**config.mk**
```make
export PLATFORM = sky130hd
export DESIGN_NAME = error_inject_sequencer
export DESIGN_NICKNAME = d
export VERILOG_FILES = /design/src/rtl/error_inject_sequencer.sv
export SDC_FILE = /design/constraint.sdc
export NUM_CORES = 2
export LEC_CHECK = 0
export ABC_CLOCK_PERIOD_IN_PS = 9600
export CORE_MARGIN = 3
export CORE_UTILIZATION = 35
export DETAILED_ROUTE_END_ITERATION = 12
export GPL_ROUTABILITY_DRIVEN = 1
export PLACE_DENSITY = 0.54
export SLEW_MARGIN = 20
export SYNTH_ARGS = -nofsm -noshare
export SYNTH_HDL_FRONTEND = slang
export SYNTH_SLANG_ARGS = --single-unit
```
**constraint.sdc**
```tcl
create_clock -name clk -period 9.6 [get_ports clk]
set_input_delay 0.96 -clock clk [delete_from_list [all_inputs] [get_ports clk]]
set_output_delay 0.96 -clock clk [all_outputs]
set_load 0.005 [all_outputs]
```
**src/rtl/error_inject_sequencer.sv**
```systemverilog
// error_inject_sequencer: multi-channel address-matched fault injector on a monitored access stream
// Ports:
//   clk, rst_n                 clock, synchronous active-low reset
//   cfg_*                      ARM/DISARM requests with valid/ready handshake
//   acc_valid/addr/data        monitored access stream, no backpressure
//   out_valid/data/hit/ch      registered access result, one cycle latency
//   ch_busy, ch_done           per-channel status
//   done_pulse, inject_total   completion strobe and saturating injection counter
module error_inject_sequencer #(
  parameter int DATA_WIDTH = 64,
  parameter int ADDR_WIDTH = 32,
  parameter int NUM_CH = 4,
  parameter int CNT_WIDTH = 16,
  localparam int CHW = (NUM_CH > 1) ? $clog2(NUM_CH) : 1
) (
  input  logic                  clk,
  input  logic                  rst_n,
  input  logic                  cfg_valid,
  output logic                  cfg_ready,
  input  logic                  cfg_op,
  input  logic [CHW-1:0]        cfg_ch,
  input  logic [1:0]            cfg_mode,
  input  logic [DATA_WIDTH-1:0] cfg_mask,
  input  logic [ADDR_WIDTH-1:0] cfg_addr,
  input  logic [ADDR_WIDTH-1:0] cfg_addr_mask,
  input  logic [CNT_WIDTH-1:0]  cfg_skip,
  input  logic [CNT_WIDTH-1:0]  cfg_count,
  input  logic                  acc_valid,
  input  logic [ADDR_WIDTH-1:0] acc_addr,
  input  logic [DATA_WIDTH-1:0] acc_data,
  output logic                  out_valid,
  output logic [DATA_WIDTH-1:0] out_data,
  output logic                  out_hit,
  output logic [CHW-1:0]        out_ch,
  output logic [NUM_CH-1:0]     ch_busy,
  output logic [NUM_CH-1:0]     ch_done,
  output logic                  done_pulse,
  output logic [31:0]           inject_total
);
  typedef enum logic [1:0] {IDLE, SKIP, ACTIVE, DONE} st_e;
  st_e                   st_q [NUM_CH];
  st_e                   st_d [NUM_CH];
  logic [1:0]            mode_q [NUM_CH];
  logic [1:0]            mode_d [NUM_CH];
  logic [DATA_WIDTH-1:0] pat_q [NUM_CH];
  logic [DATA_WIDTH-1:0] pat_d [NUM_CH];
  logic [ADDR_WIDTH-1:0] addr_q [NUM_CH];
  logic [ADDR_WIDTH-1:0] addr_d [NUM_CH];
  logic [ADDR_WIDTH-1:0] amask_q [NUM_CH];
  logic [ADDR_WIDTH-1:0] amask_d [NUM_CH];
  logic [CNT_WIDTH-1:0]  skip_q [NUM_CH];
  logic [CNT_WIDTH-1:0]  skip_d [NUM_CH];
  logic [CNT_WIDTH-1:0]  cnt_q [NUM_CH];
  logic [CNT_WIDTH-1:0]  cnt_d [NUM_CH];
  logic [NUM_CH-1:0]     done_q, done_d, match;
  logic                  hit, sel_busy;
  logic [CHW-1:0]        win;
  logic [DATA_WIDTH-1:0] win_data;
  logic                  out_valid_q, out_valid_d, out_hit_q, out_hit_d, done_pulse_q, done_pulse_d;
  logic [DATA_WIDTH-1:0] out_data_q, out_data_d;
  logic [CHW-1:0]        out_ch_q, out_ch_d;
  logic [31:0]           total_q, total_d;

  always_ff @(posedge clk) begin
    if (!rst_n) begin
      st_q         <= '{default: IDLE};
      mode_q       <= '{default: '0};
      pat_q        <= '{default: '0};
      addr_q       <= '{default: '0};
      amask_q      <= '{default: '0};
      skip_q       <= '{default: '0};
      cnt_q        <= '{default: '0};
      done_q       <= '0;
      out_valid_q  <= 1'b0;
      out_data_q   <= '0;
      out_hit_q    <= 1'b0;
      out_ch_q     <= '0;
      done_pulse_q <= 1'b0;
      total_q      <= '0;
    end else begin
      st_q         <= st_d;
      mode_q       <= mode_d;
      pat_q        <= pat_d;
      addr_q       <= addr_d;
      amask_q      <= amask_d;
      skip_q       <= skip_d;
      cnt_q        <= cnt_d;
      done_q       <= done_d;
      out_valid_q  <= out_valid_d;
      out_data_q   <= out_data_d;
      out_hit_q    <= out_hit_d;
      out_ch_q     <= out_ch_d;
      done_pulse_q <= done_pulse_d;
      total_q      <= total_d;
    end
  end

  // Descending scan so the lowest-index ACTIVE match is the last one written and wins.
  always_comb begin
    hit      = 1'b0;
    win      = '0;
    win_data = acc_data;
    sel_busy = 1'b0;
    ch_busy  = '0;
    match    = '0;
    for (int i = NUM_CH - 1; i >= 0; i--) begin
      ch_busy[i] = st_q[i] == SKIP || st_q[i] == ACTIVE;
      match[i]   = acc_valid && ch_busy[i] && ((acc_addr & amask_q[i]) == (addr_q[i] & amask_q[i]));
      if (match[i] && st_q[i] == ACTIVE) begin
        hit      = 1'b1;
        win      = CHW'(i);
        win_data = mode_q[i] == 2'd2 ? acc_data & ~pat_q[i] :
                   mode_q[i] == 2'd3 ? acc_data | pat_q[i] : acc_data ^ pat_q[i];
      end
      if (cfg_ch == CHW'(i) && ch_busy[i]) sel_busy = 1'b1;
    end
    cfg_ready = !rst_n || cfg_op || !sel_busy;
  end

  // Access effects are computed from the current state first; an accepted config then overrides them.
  always_comb begin
    done_pulse_d = 1'b0;
    done_d       = done_q;
    for (int i = 0; i < NUM_CH; i++) begin
      st_d[i]    = st_q[i];
      mode_d[i]  = mode_q[i];
      pat_d[i]   = pat_q[i];
      addr_d[i]  = addr_q[i];
      amask_d[i] = amask_q[i];
      skip_d[i]  = skip_q[i];
      cnt_d[i]   = cnt_q[i];
      if (match[i] && st_q[i] == SKIP) begin
        skip_d[i] = skip_q[i] - CNT_WIDTH'(1);
        if (skip_q[i] == CNT_WIDTH'(1)) st_d[i] = ACTIVE;
      end
      if (hit && win == CHW'(i)) begin
        if (mode_q[i] == 2'd1) pat_d[i] = {pat_q[i][DATA_WIDTH-2:0], pat_q[i][DATA_WIDTH-1]};
        if (cnt_q[i] != '0) begin
          cnt_d[i] = cnt_q[i] - CNT_WIDTH'(1);
          if (cnt_q[i] == CNT_WIDTH'(1)) begin
            st_d[i]      = DONE;
            done_d[i]    = 1'b1;
            done_pulse_d = 1'b1;
          end
        end
      end
      if (cfg_valid && cfg_ready && cfg_ch == CHW'(i)) begin
        if (!cfg_op) begin
          st_d[i]    = cfg_skip != '0 ? SKIP : ACTIVE;
          mode_d[i]  = cfg_mode;
          pat_d[i]   = cfg_mask;
          addr_d[i]  = cfg_addr;
          amask_d[i] = cfg_addr_mask;
          skip_d[i]  = cfg_skip;
          cnt_d[i]   = cfg_count;
          done_d[i]  = 1'b0;
        end else if (st_q[i] != IDLE) begin
          st_d[i]   = IDLE;
          done_d[i] = 1'b0;
        end
      end
    end
    out_valid_d = acc_valid;
    out_data_d  = hit ? win_data : acc_data;
    out_hit_d   = hit;
    out_ch_d    = win;
    total_d     = hit && total_q != '1 ? total_q + 32'd1 : total_q;
  end

  assign out_valid    = out_valid_q;
  assign out_data     = out_data_q;
  assign out_hit      = out_hit_q;
  assign out_ch       = out_ch_q;
  assign ch_done      = done_q;
  assign done_pulse   = done_pulse_q;
  assign inject_total = total_q;
endmodule

```
==> flow_summary_export.csv <==
group,metric,value,unit
global_routing,grt_overflow,0,
routing,drt_iter0_markers,4295,
global_routing,track_usage,25.7,%
logic_synthesis,yosysTopAreaCell,"dfxtp_1",
layout,fin_nets,7327,
clock_tree,holdBufCountCts,0,
clock_tree,cts_buffers,91,
sta,fin_skew,80.1,ps
placement,io_buffers,374,
worst_setup_path,critPathLaunchType,"input port",
clock_tree,ctsResizeCount,0,
routing,totalWireLength,193000,um
global_routing,first_global_vias,44000,
sta,period_needed,5190,ps
routing,vias_per_cell,5.62,
layout,drive_gt1_share,4.84,%
layout,area_delta_synth_final,16.8,%
clock_tree,cts_root_buf,"clkbuf_16",
logic_synthesis,netlist_instances,6475,
worst_setup_path,regToRegSetupSlack,4890,ps
placement,dpl.hpwl,127000,um
power_and_ir_drop,peakVddDrop,132,uV
power_and_ir_drop,p_leak,21.1,nW
clock_tree,clkSinkCount,761,
hold_path,hold_depth,2,
logic_synthesis,synth_seq_area_share,31.2,%
floorplanning,die-area,144000,um2
clock_tree,clk-insertion-delay-late,760,ps
hold_path,hold_path.class,"reg2reg",
floorplanning,rows,136,
layout,stdcell_count,8469,
clock_tree,cts_max_level,3,
power_and_ir_drop,p_per_area,142,nW/um2
sta,setup_violations,0,
worst_setup_path,cp-end-kind,"flop",
global_routing,antenna_found_initial,25,
logic_synthesis,syn_area_per_cell,7.54,um2
worst_setup_path,cp.required,10220,ps
logic_synthesis,synthArstFlopShare,0,%
floorplanning,die_h,380,um
sta,worst_slew_pin_slew,1170,ps
job,cap_violations,0,
sta,max_freq,0.193,GHz
hold_path,min_to,"amask_q[45]",
placement,dp_cells,8291,
sta,rsz0062_at_grt,"no",
logic_synthesis,yosys-top-cells-area,"dfxtp_1 (31%), ha_1 (14%), nand2_1 (8.8%), a21oi_1 (6.1%), o21ai_0 (5.0%)",
worst_setup_path,reg2reg_depth,10,
worst_setup_path,crit_type,"in2reg",
floorplanning,io_pins,375,
worst_setup_path,r2r-start,"addr_q[8]",
status,outcome,"finished, final reports clean",
logic_synthesis,ys_ff_latch,761,
sta,hold_violations,0,
logic_synthesis,ys_dominant_reg_cell,"dfxtp_1",
sta,slew_headroom,21.9,%
worst_setup_path,r2r-end,"pat_q[20]",
routing,wire_per_inst,22.8,um
global_routing,grt_max_degree,197,
floorplanning,start_util,35.4,%
logic_synthesis,synth-edff-count,0,
logic_synthesis,ys_warn_count,0,
routing,antenna_left,0,
hold_path,holdCritStartpoint,"amask_q[45]",
clock_tree,clk_pin_slew_worst_paths,60,ps
floorplanning,core_area,138000,um2
sta,min_period_over_period,54.1,%
logic_synthesis,syn-cell-area,48800,um2
routing,first_pass_iters,6,
worst_setup_path,cp_data_arrival_time,5810,ps
power_and_ir_drop,finalPower,0.00810,W
floorplanning,die_x,380,um
logic_synthesis,syn-num-nets,7281,
routing,drc,0,
clock_tree,cts_tree,"built",
sta,final_max_slew_viol_count,0,
worst_setup_path,cp_max_fo,64,
clock_tree,post-cts-setup-buffers,0,
clock_tree,cts_buffer_depth,3,
sta,fin_tns_setup,0,ps
placement,place_congestion,0.870,
logic_synthesis,netlist.area_leader.share,31.2,%
global_routing,grt_pass1_wl,287000,um
logic_synthesis,synth_cell_types,72,
routing,vias,47600,
## where the power goes
group / leakage (nW) / total [W] / internal [W] / switching (W)
clock: 1.55 / 0.00367 / 0.00211 / 0.00156
sequential: 6.19 / 0.00334 / 0.00325 / 0.0000949
combinational: 13.3 / 0.00108 / 0.000403 / 0.000677
total: 21.1 / 0.00810 / 0.00577 / 0.00233
## cell usage in the layout, fill, tap and decap left out, types with 17 or more instances in the layout
master,instances
nand2_1,1137
dfxtp_1,753
a21oi_1,592
ha_1,541
o21ai_0,484
inv_1,419
clkdlybuf4s50_1,373
nor2_1,318
nand3_1,265
nand4_1,184
mux2i_1,171
xor2_1,148
a31oi_1,119
clkbuf_16,91
o211ai_1,79
a22oi_1,78
nor4_1,71
a311oi_1,67
buf_4,66
a211oi_1,57
nor3_1,56
xnor2_1,50
or3_1,50
or4_1,33
o2111ai_1,27
mux2_2,26
nor2b_1,21
o31ai_1,21
clkinv_2,21
o22ai_1,20
a2111oi_0,19
nand2b_1,18
clkbuf_1,18
clkbuf_8,17
## how the worst max path moves through the flow
| stage | start | endpoint | slack [ps] | depth (start not counted) |
|---|---|---|---|---|
| after detailed placement | acc_addr[8] | pat_q[20] | 3950 | 11 |
| after global routing | acc_addr[8] | pat_q[28] | 4320 | 11 |
| after CTS | acc_addr[8] | pat_q[20] | 4650 | 11 |
| final | acc_addr[8] | pat_q[20] | 4410 | 11 |
| after global placement | acc_addr[8] | pat_q[13] | 3930 | 11 |
| after floorplan | acc_addr[8] | pat_q[5] | 6190 | 10 |
## critical path, cell delays in order
cell and delay, ps:
clkdlybuf4s50_1 550, xor2_1 220, a222oi_1 610, nand3_1 470, or3_1 440, buf_4 270, a311oi_1 770, and4_2 350
buf_4 770, nand4_1 210, nand3_1 140
## metal layers
layer	vias up	GRT usage, %	routed length [um]	share of wire [%]
li1	22700	-	-	-
met1	22700	34.4	84300	44
met2	1856	41.9	89000	46
met3	297	4.47	14200	7.4
met4	16	7.90	5630	2.9
met5	-	0	106	0.055
## registers in the layout, summed over array words and instances (netlist names)
| name | cells |
|---|---|
| out_hit | 1 |
| mode_q | 8 |
| out_data | 64 |
| ch_done | 4 |
| addr_q | 128 |
| amask_q | 128 |
| cnt_q | 64 |
| inject_total | 32 |
| out_ch | 2 |
| skip_q | 64 |
| done_pulse | 1 |
| out_valid | 1 |
| pat_q | 256 |
| st_q | 8 |
## cells by family (layout without fill, tap and decap cells)
group	Yosys count	count (layout)	share of synthesized area, %
adders and majority gates	541	541	13.9
buffers and inverters	913	1032	7.02
other	0	12	0
xor gates and xnor gates	198	198	3.55
muxes	198	198	4.15
AOI/OAI and AO/OA	1613	1613	19.4
and+or+nand+nor	2251	2251	20.9
DFF	761	761	31.2
## stage by stage
step	cell area [um2]	worst slack (ps)	hold slack (ps)	util [%]
floorplan	48800	6190	432	-
global placement	53800	3930	439	39.0
detailed placement	53800	3950	446	39.0
CTS	57000	4650	454	41.3
global route	57000	4320	470	41.3
finish	57000	4410	450	41.3
## cells in the mapped netlist (4+ instances only)
cell type  instances
a2111oi_0         19
a211o_1           12
a211oi_1          57
a21oi_1          592
a221oi_1           4
a22oi_1           78
a311oi_1          68
a31o_2             4
a31oi_1          119
and2_1            10
and3_1            11
and4_1             9
buf_1             44
clkbuf_1         445
dfxtp_1          761
ha_1             541
inv_1            420
mux2_2            26
mux2i_1          171
nand2_1         1140
nand2b_1          18
nand3_1          269
nand3b_1           8
nand4_1          184
nand4b_1           7
nor2_1           319
nor2b_1           22
nor3_1            62
nor4_1            74
o2111ai_1         28
o211ai_1          79
o21ai_0          484
o22ai_1           20
o31ai_1           22
o41ai_1            4
or2_2             12
or3_1             51
or4_1             33
xnor2_1           50
xor2_1           148
## area by class of cell
type,count,area [um2]
Fill cell,14100,81000
Tap cell,1863,2330
Clock buffer,126,2580
Clock inverter,40,571
Timing Repair Buffer,445,4330
Antenna cell,12,30.0
Multi-Input combinational cell,4801,30300
Sequential cell,761,15300
Inverter,421,1590
Note: power is estimated with default switching activity, not from simulation.
